==> src/rtl/tank_pkg.sv <==
// Shared types and helpers for the bullet pool: coordinates, headings, slot states.
package tank_pkg;

  localparam int unsigned COORD_W  = 10;
  localparam int unsigned TRIG_W   = 8;
  localparam int unsigned SCREEN_W = 640;
  localparam int unsigned SCREEN_H = 480;

  typedef logic [COORD_W-1:0]       coord_t;
  typedef logic signed [TRIG_W-1:0] trig_t;

  typedef enum logic {
    IDLE   = 1'b0,
    FLIGHT = 1'b1
  } slot_state_e;

  // Arithmetic-shift a heading component and sign-extend it to a coordinate step.
  function automatic coord_t trig_to_vel(input trig_t t, input int unsigned sh);
    trig_t v_s;
    v_s = t >>> sh;
    return {{(COORD_W-TRIG_W){v_s[TRIG_W-1]}}, v_s};
  endfunction

  function automatic coord_t abs_diff(input coord_t a, input coord_t b);
    return (a >= b) ? (a - b) : (b - a);
  endfunction

endpackage

==> src/rtl/bullet_slot.sv <==
// One bullet slot: state, position, velocity, life; bounce and expiry on frame_tick.
// BULLET_POOL_SELF_HIT_EN: o_self_ok flags the slot as old enough to hit its own tank.
module bullet_slot
  import tank_pkg::*;
#(
  parameter int unsigned LIFETIME = 300
) (
  input  logic   clk,
  input  logic   rst_n,
  input  logic   i_tick,
  input  logic   i_clear,
  input  logic   i_alloc,
  input  logic   i_kill,
  input  coord_t i_x0,
  input  coord_t i_y0,
  input  coord_t i_vx0,
  input  coord_t i_vy0,
  input  logic   i_wall_x,
  input  logic   i_wall_y,
  output coord_t o_x,
  output coord_t o_y,
  output logic   o_act,
  output logic   o_self_ok
);

  localparam int unsigned LIFE_W = $clog2(LIFETIME + 1);

  slot_state_e       r_state;
  coord_t            r_x, r_y, r_vx, r_vy;
  logic [LIFE_W-1:0] r_life;

  coord_t w_vx, w_vy, w_nx, w_ny;
  logic   w_expire;

  // Reflect first, then step; wrap past zero lands far off-screen.
  always_comb begin
    w_vx     = i_wall_x ? (COORD_W'(0) - r_vx) : r_vx;
    w_vy     = i_wall_y ? (COORD_W'(0) - r_vy) : r_vy;
    w_nx     = r_x + w_vx;
    w_ny     = r_y + w_vy;
    w_expire = (r_life == LIFE_W'(1)) || (w_nx >= COORD_W'(SCREEN_W))
            || (w_ny >= COORD_W'(SCREEN_H));
  end

  always_ff @(posedge clk or negedge rst_n) begin
    if (!rst_n) begin
      r_state <= IDLE;
      r_x     <= '0;
      r_y     <= '0;
      r_vx    <= '0;
      r_vy    <= '0;
      r_life  <= '0;
    end else if (i_clear) begin
      r_state <= IDLE;
    end else begin
      case (r_state)
        IDLE: begin
          if (i_alloc) begin
            r_state <= FLIGHT;
            r_x     <= i_x0;
            r_y     <= i_y0;
            r_vx    <= i_vx0;
            r_vy    <= i_vy0;
            r_life  <= LIFE_W'(LIFETIME);
          end
        end
        FLIGHT: begin
          if (i_kill) begin
            r_state <= IDLE;
          end else if (i_tick) begin
            r_vx   <= w_vx;
            r_vy   <= w_vy;
            r_x    <= w_nx;
            r_y    <= w_ny;
            r_life <= r_life - LIFE_W'(1);
            if (w_expire) r_state <= IDLE;
          end
        end
        default: r_state <= IDLE;
      endcase
    end
  end

  assign o_x   = r_x;
  assign o_y   = r_y;
  assign o_act = (r_state == FLIGHT);

`ifdef BULLET_POOL_SELF_HIT_EN
  assign o_self_ok = (LIFETIME - 32'(r_life)) >= 32'd8;
`else
  assign o_self_ok = 1'b0;
`endif

endmodule

==> src/rtl/bullet_pool_ctrl.sv <==
// Bullet pool for all players: fire edge detect, cooldowns, slot allocation, hit reporting.
// Optional BULLET_POOL_SELF_HIT_EN lets aged bullets hit their own shooter.
module bullet_pool_ctrl
  import tank_pkg::*;
#(
  parameter int unsigned NUM_PLAYERS        = 2,
  parameter int unsigned BULLETS_PER_PLAYER = 3,
  parameter int unsigned LIFETIME           = 300,
  parameter int unsigned COOLDOWN           = 35,
  parameter int unsigned VEL_SHIFT          = 5,
  parameter int unsigned HIT_HALF           = 5
) (
  input  logic                                          CLK,
  input  logic                                          RESET_N,
  input  logic                                          frame_tick,
  input  logic                                          game_reset,
  input  logic [NUM_PLAYERS-1:0]                        fire,
  input  logic [NUM_PLAYERS*COORD_W-1:0]                tank_x,
  input  logic [NUM_PLAYERS*COORD_W-1:0]                tank_y,
  input  logic [NUM_PLAYERS*TRIG_W-1:0]                 sin_i,
  input  logic [NUM_PLAYERS*TRIG_W-1:0]                 cos_i,
  input  logic [NUM_PLAYERS*BULLETS_PER_PLAYER-1:0]     wall_x,
  input  logic [NUM_PLAYERS*BULLETS_PER_PLAYER-1:0]     wall_y,
  output logic [NUM_PLAYERS*BULLETS_PER_PLAYER*COORD_W-1:0] bullet_x,
  output logic [NUM_PLAYERS*BULLETS_PER_PLAYER*COORD_W-1:0] bullet_y,
  output logic [NUM_PLAYERS*BULLETS_PER_PLAYER-1:0]     bullet_act,
  output logic [NUM_PLAYERS-1:0]                        tank_hit
);

  localparam int unsigned S    = NUM_PLAYERS * BULLETS_PER_PLAYER;
  localparam int unsigned CD_W = $clog2(COOLDOWN + 1);

  logic [NUM_PLAYERS-1:0] r_fire_d, r_tank_hit, w_fire_ok, w_granted, w_hit_c;
  logic [CD_W-1:0]        r_cool [NUM_PLAYERS];
  logic [S-1:0]           w_alloc, w_kill, w_act, w_self_ok;
  coord_t                 w_tx [NUM_PLAYERS], w_ty [NUM_PLAYERS];
  coord_t                 w_vx0 [NUM_PLAYERS], w_vy0 [NUM_PLAYERS];
  coord_t                 w_bx [S], w_by [S];

  for (genvar gp = 0; gp < NUM_PLAYERS; gp++) begin : g_player
    assign w_tx[gp]  = tank_x[gp*COORD_W +: COORD_W];
    assign w_ty[gp]  = tank_y[gp*COORD_W +: COORD_W];
    assign w_vx0[gp] = trig_to_vel(trig_t'(cos_i[gp*TRIG_W +: TRIG_W]), VEL_SHIFT);
    assign w_vy0[gp] = trig_to_vel(trig_t'(sin_i[gp*TRIG_W +: TRIG_W]), VEL_SHIFT);
  end

  // Lowest free slot of the player takes an accepted fire edge.
  always_comb begin
    logic v_found;
    w_alloc   = '0;
    w_fire_ok = '0;
    w_granted = '0;
    for (int unsigned p = 0; p < NUM_PLAYERS; p++) begin
      v_found      = 1'b0;
      w_fire_ok[p] = fire[p] & ~r_fire_d[p] & (r_cool[p] == '0) & ~game_reset;
      for (int unsigned b = 0; b < BULLETS_PER_PLAYER; b++) begin
        if (!v_found && !w_act[p*BULLETS_PER_PLAYER + b]) begin
          w_alloc[p*BULLETS_PER_PLAYER + b] = w_fire_ok[p];
          v_found = 1'b1;
        end
      end
      w_granted[p] = w_fire_ok[p] & v_found;
    end
  end

  // Box overlap of every flying slot against every eligible tank.
  always_comb begin
    w_kill  = '0;
    w_hit_c = '0;
    for (int unsigned s = 0; s < S; s++) begin
      for (int unsigned q = 0; q < NUM_PLAYERS; q++) begin
        if (w_act[s] && ((q != s / BULLETS_PER_PLAYER) || w_self_ok[s])
            && (abs_diff(w_bx[s], w_tx[q]) <= COORD_W'(HIT_HALF))
            && (abs_diff(w_by[s], w_ty[q]) <= COORD_W'(HIT_HALF))) begin
          w_kill[s]  = 1'b1;
          w_hit_c[q] = 1'b1;
        end
      end
    end
  end

  always_ff @(posedge CLK or negedge RESET_N) begin
    if (!RESET_N) begin
      r_fire_d   <= '0;
      r_tank_hit <= '0;
      for (int unsigned p = 0; p < NUM_PLAYERS; p++) r_cool[p] <= '0;
    end else begin
      r_fire_d   <= fire;
      r_tank_hit <= game_reset ? '0 : w_hit_c;
      for (int unsigned p = 0; p < NUM_PLAYERS; p++) begin
        if (game_reset)                         r_cool[p] <= '0;
        else if (w_granted[p])                  r_cool[p] <= CD_W'(COOLDOWN);
        else if (frame_tick && r_cool[p] != '0) r_cool[p] <= r_cool[p] - CD_W'(1);
      end
    end
  end

  for (genvar gs = 0; gs < S; gs++) begin : g_slot
    localparam int unsigned P = gs / BULLETS_PER_PLAYER;
    bullet_slot #(.LIFETIME(LIFETIME)) u_slot (
      .clk      (CLK),
      .rst_n    (RESET_N),
      .i_tick   (frame_tick),
      .i_clear  (game_reset),
      .i_alloc  (w_alloc[gs]),
      .i_kill   (w_kill[gs]),
      .i_x0     (w_tx[P]),
      .i_y0     (w_ty[P]),
      .i_vx0    (w_vx0[P]),
      .i_vy0    (w_vy0[P]),
      .i_wall_x (wall_x[gs]),
      .i_wall_y (wall_y[gs]),
      .o_x      (w_bx[gs]),
      .o_y      (w_by[gs]),
      .o_act    (w_act[gs]),
      .o_self_ok(w_self_ok[gs])
    );
    assign bullet_x[gs*COORD_W +: COORD_W] = w_bx[gs];
    assign bullet_y[gs*COORD_W +: COORD_W] = w_by[gs];
  end

  assign bullet_act = w_act;
  assign tank_hit   = r_tank_hit;

endmodule

==> config.mk <==
export PLATFORM = sky130hd
export DESIGN_NAME = bullet_pool_ctrl
export DESIGN_NICKNAME = d
export VERILOG_FILES = /design/src/rtl/tank_pkg.sv /design/src/rtl/bullet_slot.sv /design/src/rtl/bullet_pool_ctrl.sv
export SDC_FILE = /design/constraint.sdc
export NUM_CORES = 2
export LEC_CHECK = 0
export CELL_PAD_IN_SITES_DETAIL_PLACEMENT = 2
export CELL_PAD_IN_SITES_GLOBAL_PLACEMENT = 2
export CORE_ASPECT_RATIO = 0.6
export CORE_UTILIZATION = 41
export CTS_BUF_LIST = sky130_fd_sc_hd__clkbuf_4 sky130_fd_sc_hd__clkbuf_8 sky130_fd_sc_hd__clkbuf_16
export DETAILED_ROUTE_END_ITERATION = 6
export DONT_BUFFER_PORTS = 1
export GPL_ROUTABILITY_DRIVEN = 0
export PLACE_DENSITY_LB_ADDON = 0.3
export REMOVE_ABC_BUFFERS = 1
export SYNTH_ARGS = -nofsm -noshare
export SYNTH_HDL_FRONTEND = slang
export SYNTH_SLANG_ARGS = --single-unit
==> constraint.sdc <==
create_clock -name CLK -period 5.1 [get_ports CLK]
set_input_delay 0.51 -clock CLK [delete_from_list [all_inputs] [get_ports CLK]]
set_output_delay 0.51 -clock CLK [all_outputs]
set_load 0.005 [all_outputs]
==> summary.txt <==
area growth from synthesis to layout: 8.11%
Avg WL per Cell: 27.3 µm
Post-Synth Adder-Cell Area: 16.0%
Switch Pwr: 9.26 mW
simple-gate share of the synthesized area: 14.3%
fmax: 205 MHz
largest net degree at the start of global routing: 317
htree depth: 2
Slew @ Worst Pin: 1.02 ns
failing checks: negative hold slack
Clock Pin Slew Worst Setup and Hold Paths: 0.06 ns
I/O Buffers: 0
top_reg_cell synth: dfrtp_1
period utilization: 95.6%
Period minus WS final: 4.88 ns
post-place setup slack: 0.132 ns
P per Cell Area: 529 nW/µm²
Fin. Hold Viols: 316
diodes inserted: 0
FF-to-FF Start: g_slot[5].u_slot.o_y[0]
antenna violations before repair: 6
CTS sink cnt: 316
CP Data Arrival Time: 5.40 ns
first-pass GRT wire length: 206 mm
final WL: 135 mm
Cell Rows: 80
deepest clock path buffer count: 3
register area share after synthesis: 24.0%
Max Fanout on Critical Path: 20
clock share of power: 17.2%
worst hold slack: -0.398 ns
Max Cap Violations: 0
Die W: 368 µm
Max Transition Viols Final: 0
combinational power share: 59.9%
number of buffers created by CTS: 40
commonest cells in the netlist: 362 x ha_1, 360 x inv_1, 316 x dfrtp_1
Final Util: 44.8%
leading post-synthesis cells by cell area: dfrtp_1 24%, ha_1 14%, mux2i_1 9.1%
flops & latches, synth: 316
yosys warns: 0
CP startpoint kind: flip-flop
Setup crit end kind: flip-flop
VDD IR max: 0.256 mV
Synth cell types: 95
worst endpoint required time: 5.63 ns
post-synthesis cell area: 32900 µm²
Mean Syn Cell Area: 8.45 µm²
total grt overflow: 0
Syn Inst Count: 3892
Clock Skew: 0.0285 ns
sequential cell fraction of total power: 22.8%
Post-DRT Antenna Nets: 0
DRC Markers: 0
Tot GR Track Use: 32.5%
hold_buf cts: 7
dpl hpwl: 103 mm
RSZ-0062 raised after global routing: false
Via density: 6.17
Critical path origin: g_slot[5].u_slot.o_y[0]
largest family of logic cells by synthesized area: compound AO/OA/AOI/OAI gates
Worst Hold Class: in2async
area leader, netlist: dfrtp_1
Slew HR: 31.8%
CTS tree: built
final net count: 4325
Die ar.: 81400 µm²
Synth top area share: 24.0%
setup ws final: 0.224 ns
critical path class: reg2reg
final setup vio count: 0
status: finished, violations left
xor/xnor share of the synthesized area: 7.45%
most common cell in the synthesized netlist: ha_1
design internal power: 9.55 mW
vias in the first global route: 32200
CTS root buf: clkbuf_16
I/O Pins: 218
Worst-Skew Late Latency: 0.63 ns
layout cells sized above 1: 5.92%
Initial DRC Count: 2304
EDFF count, synth: 0
Synth Area in Compound Gates: 21.2%
switching share of power: 49.2%
TritonRoute pass-1 iters: 6
Leak: 16.6 nW
Initial Utilization: 41.4%
via count: 30500
ys async rst share: 100%
mux share of post-synthesis cell area: 10.3%
core area: 79500 µm²
Die Ht: 221 µm
## worst paths after layout
check | end | slack [ns] | cells after the start
max | g_slot[5].u_slot.r_vy[7] | 0.22 | 15
min | g_slot[4].u_slot.r_vy[1] | -0.40 | 0
max reg2reg | g_slot[5].u_slot.r_vy[7] | 0.22 | 15
min reg2reg | g_slot[3].u_slot.r_vy[9] | 0.50 | 1
max in group asynchronous | g_slot[0].u_slot.o_act | 4.74 | 0
min in group CLK | g_slot[2].u_slot.r_vx[0] | 0.03 | 1
## state kept, by name, indices dropped and copies added, names as in the netlist
signal and flops:
g_slot.u_slot.r_vx 60, g_slot.u_slot.o_x 60, g_slot.u_slot.o_y 60, g_slot.u_slot.r_life 54
g_slot.u_slot.r_vy 60, g_slot.u_slot.o_act 6, r_cool 12, r_fire_d 2
tank_hit 2
## final cells by class
cell class / instances / area [µm²]
inverters: 360 / 1350
well taps: 1066 / 1330
clock buffers: 61 / 1240
fillers: 8854 / 43900
clock inverters: 11 / 163
repair buffers: 85 / 781
flip-flops and latches: 316 / 7920
multi-input cells: 3034 / 22800
## cells in the final DEF (no fill, tap or decap), types with 36 or more instances in the layout
cell type	n
dfrtp_1	310
buf_4	68
a21oi_1	298
o31ai_1	58
xor2_1	85
o21a_1	38
o21ai_0	199
nand2_1	293
fa_1	36
nor2_1	194
nand3_1	74
inv_1	360
or3_1	41
nand4_1	44
a21o_1	112
nor2b_1	60
o21bai_1	42
xnor2_1	195
ha_1	362
mux2i_1	299
a31oi_1	56
nor3_1	76
clkbuf_16	41
## power groups by stage
stage               logic [mW]  clock network [mW]  registers, mW
finish                    11.3                3.24           4.29
global placement          10.4                   0           4.28
CTS                       11.1                3.29           4.29
detailed placement        10.9                   0           4.32
global route              12.3                3.36           4.39
floorplan                 7.76                   0           3.88
## per-layer routing
| layer | vias up | wire length, µm | track usage [%] |
|---|---|---|---|
| met5 | - | 13 | 0 |
| met4 | 2 | 3170 | 7.92 |
| met3 | 164 | 8330 | 4.83 |
| met2 | 843 | 55900 | 47.7 |
| met1 | 15700 | 67200 | 49.4 |
| li1 | 13800 | - | - |
## logic make-up (layout without fill, tap and decap cells)
logic type	after synthesis	after routing
compound gates	1070	1070
xor+xnor	280	280
mux	334	334
buf+inv	542	517
simple gates	952	952
flops	316	316
fa+ha+maj	398	398
## what timing repair did
item / 4_1_cts / 5_1_grt
resized for setup: 0 / 1
endpoints found under the hold margin: 338 / 316
endpoints found under the setup margin: 0 / 2
setup buffers: 0 / 0
## through the flow
| step | cell area [µm²] | std cells | setup TNS, ns | power [mW] |
|---|---|---|---|---|
| 4_1_cts | 35600 | 4933 | 0 | 18.7 |
| 3_5_place_dp | 34100 | 4854 | 0 | 15.3 |
| 2_1_floorplan | 32000 | 3710 | -12.68 | 11.6 |
| 3_3_place_gp | 34100 | 4854 | 0 | 14.6 |
| 6_report | 35600 | 4933 | 0 | 18.8 |
| 5_1_grt | 35600 | 4933 | 0 | 20.0 |
## critical path, cell delays in order (launching register included)
cell and delay [ns]:
dfrtp_1 0.46, inv_1 0.12, ha_1 0.15, inv_1 0.06, fa_1 0.40, a21oi_1 0.30, o221a_2 0.32, or3_1 0.32
nand2_2 0.18, mux2_2 0.32, or3_1 0.36, a211o_1 0.32, or4_1 0.69, nand2_8 0.30, buf_4 0.26, mux2i_1 0.20
(Power assumes the default switching activity.)
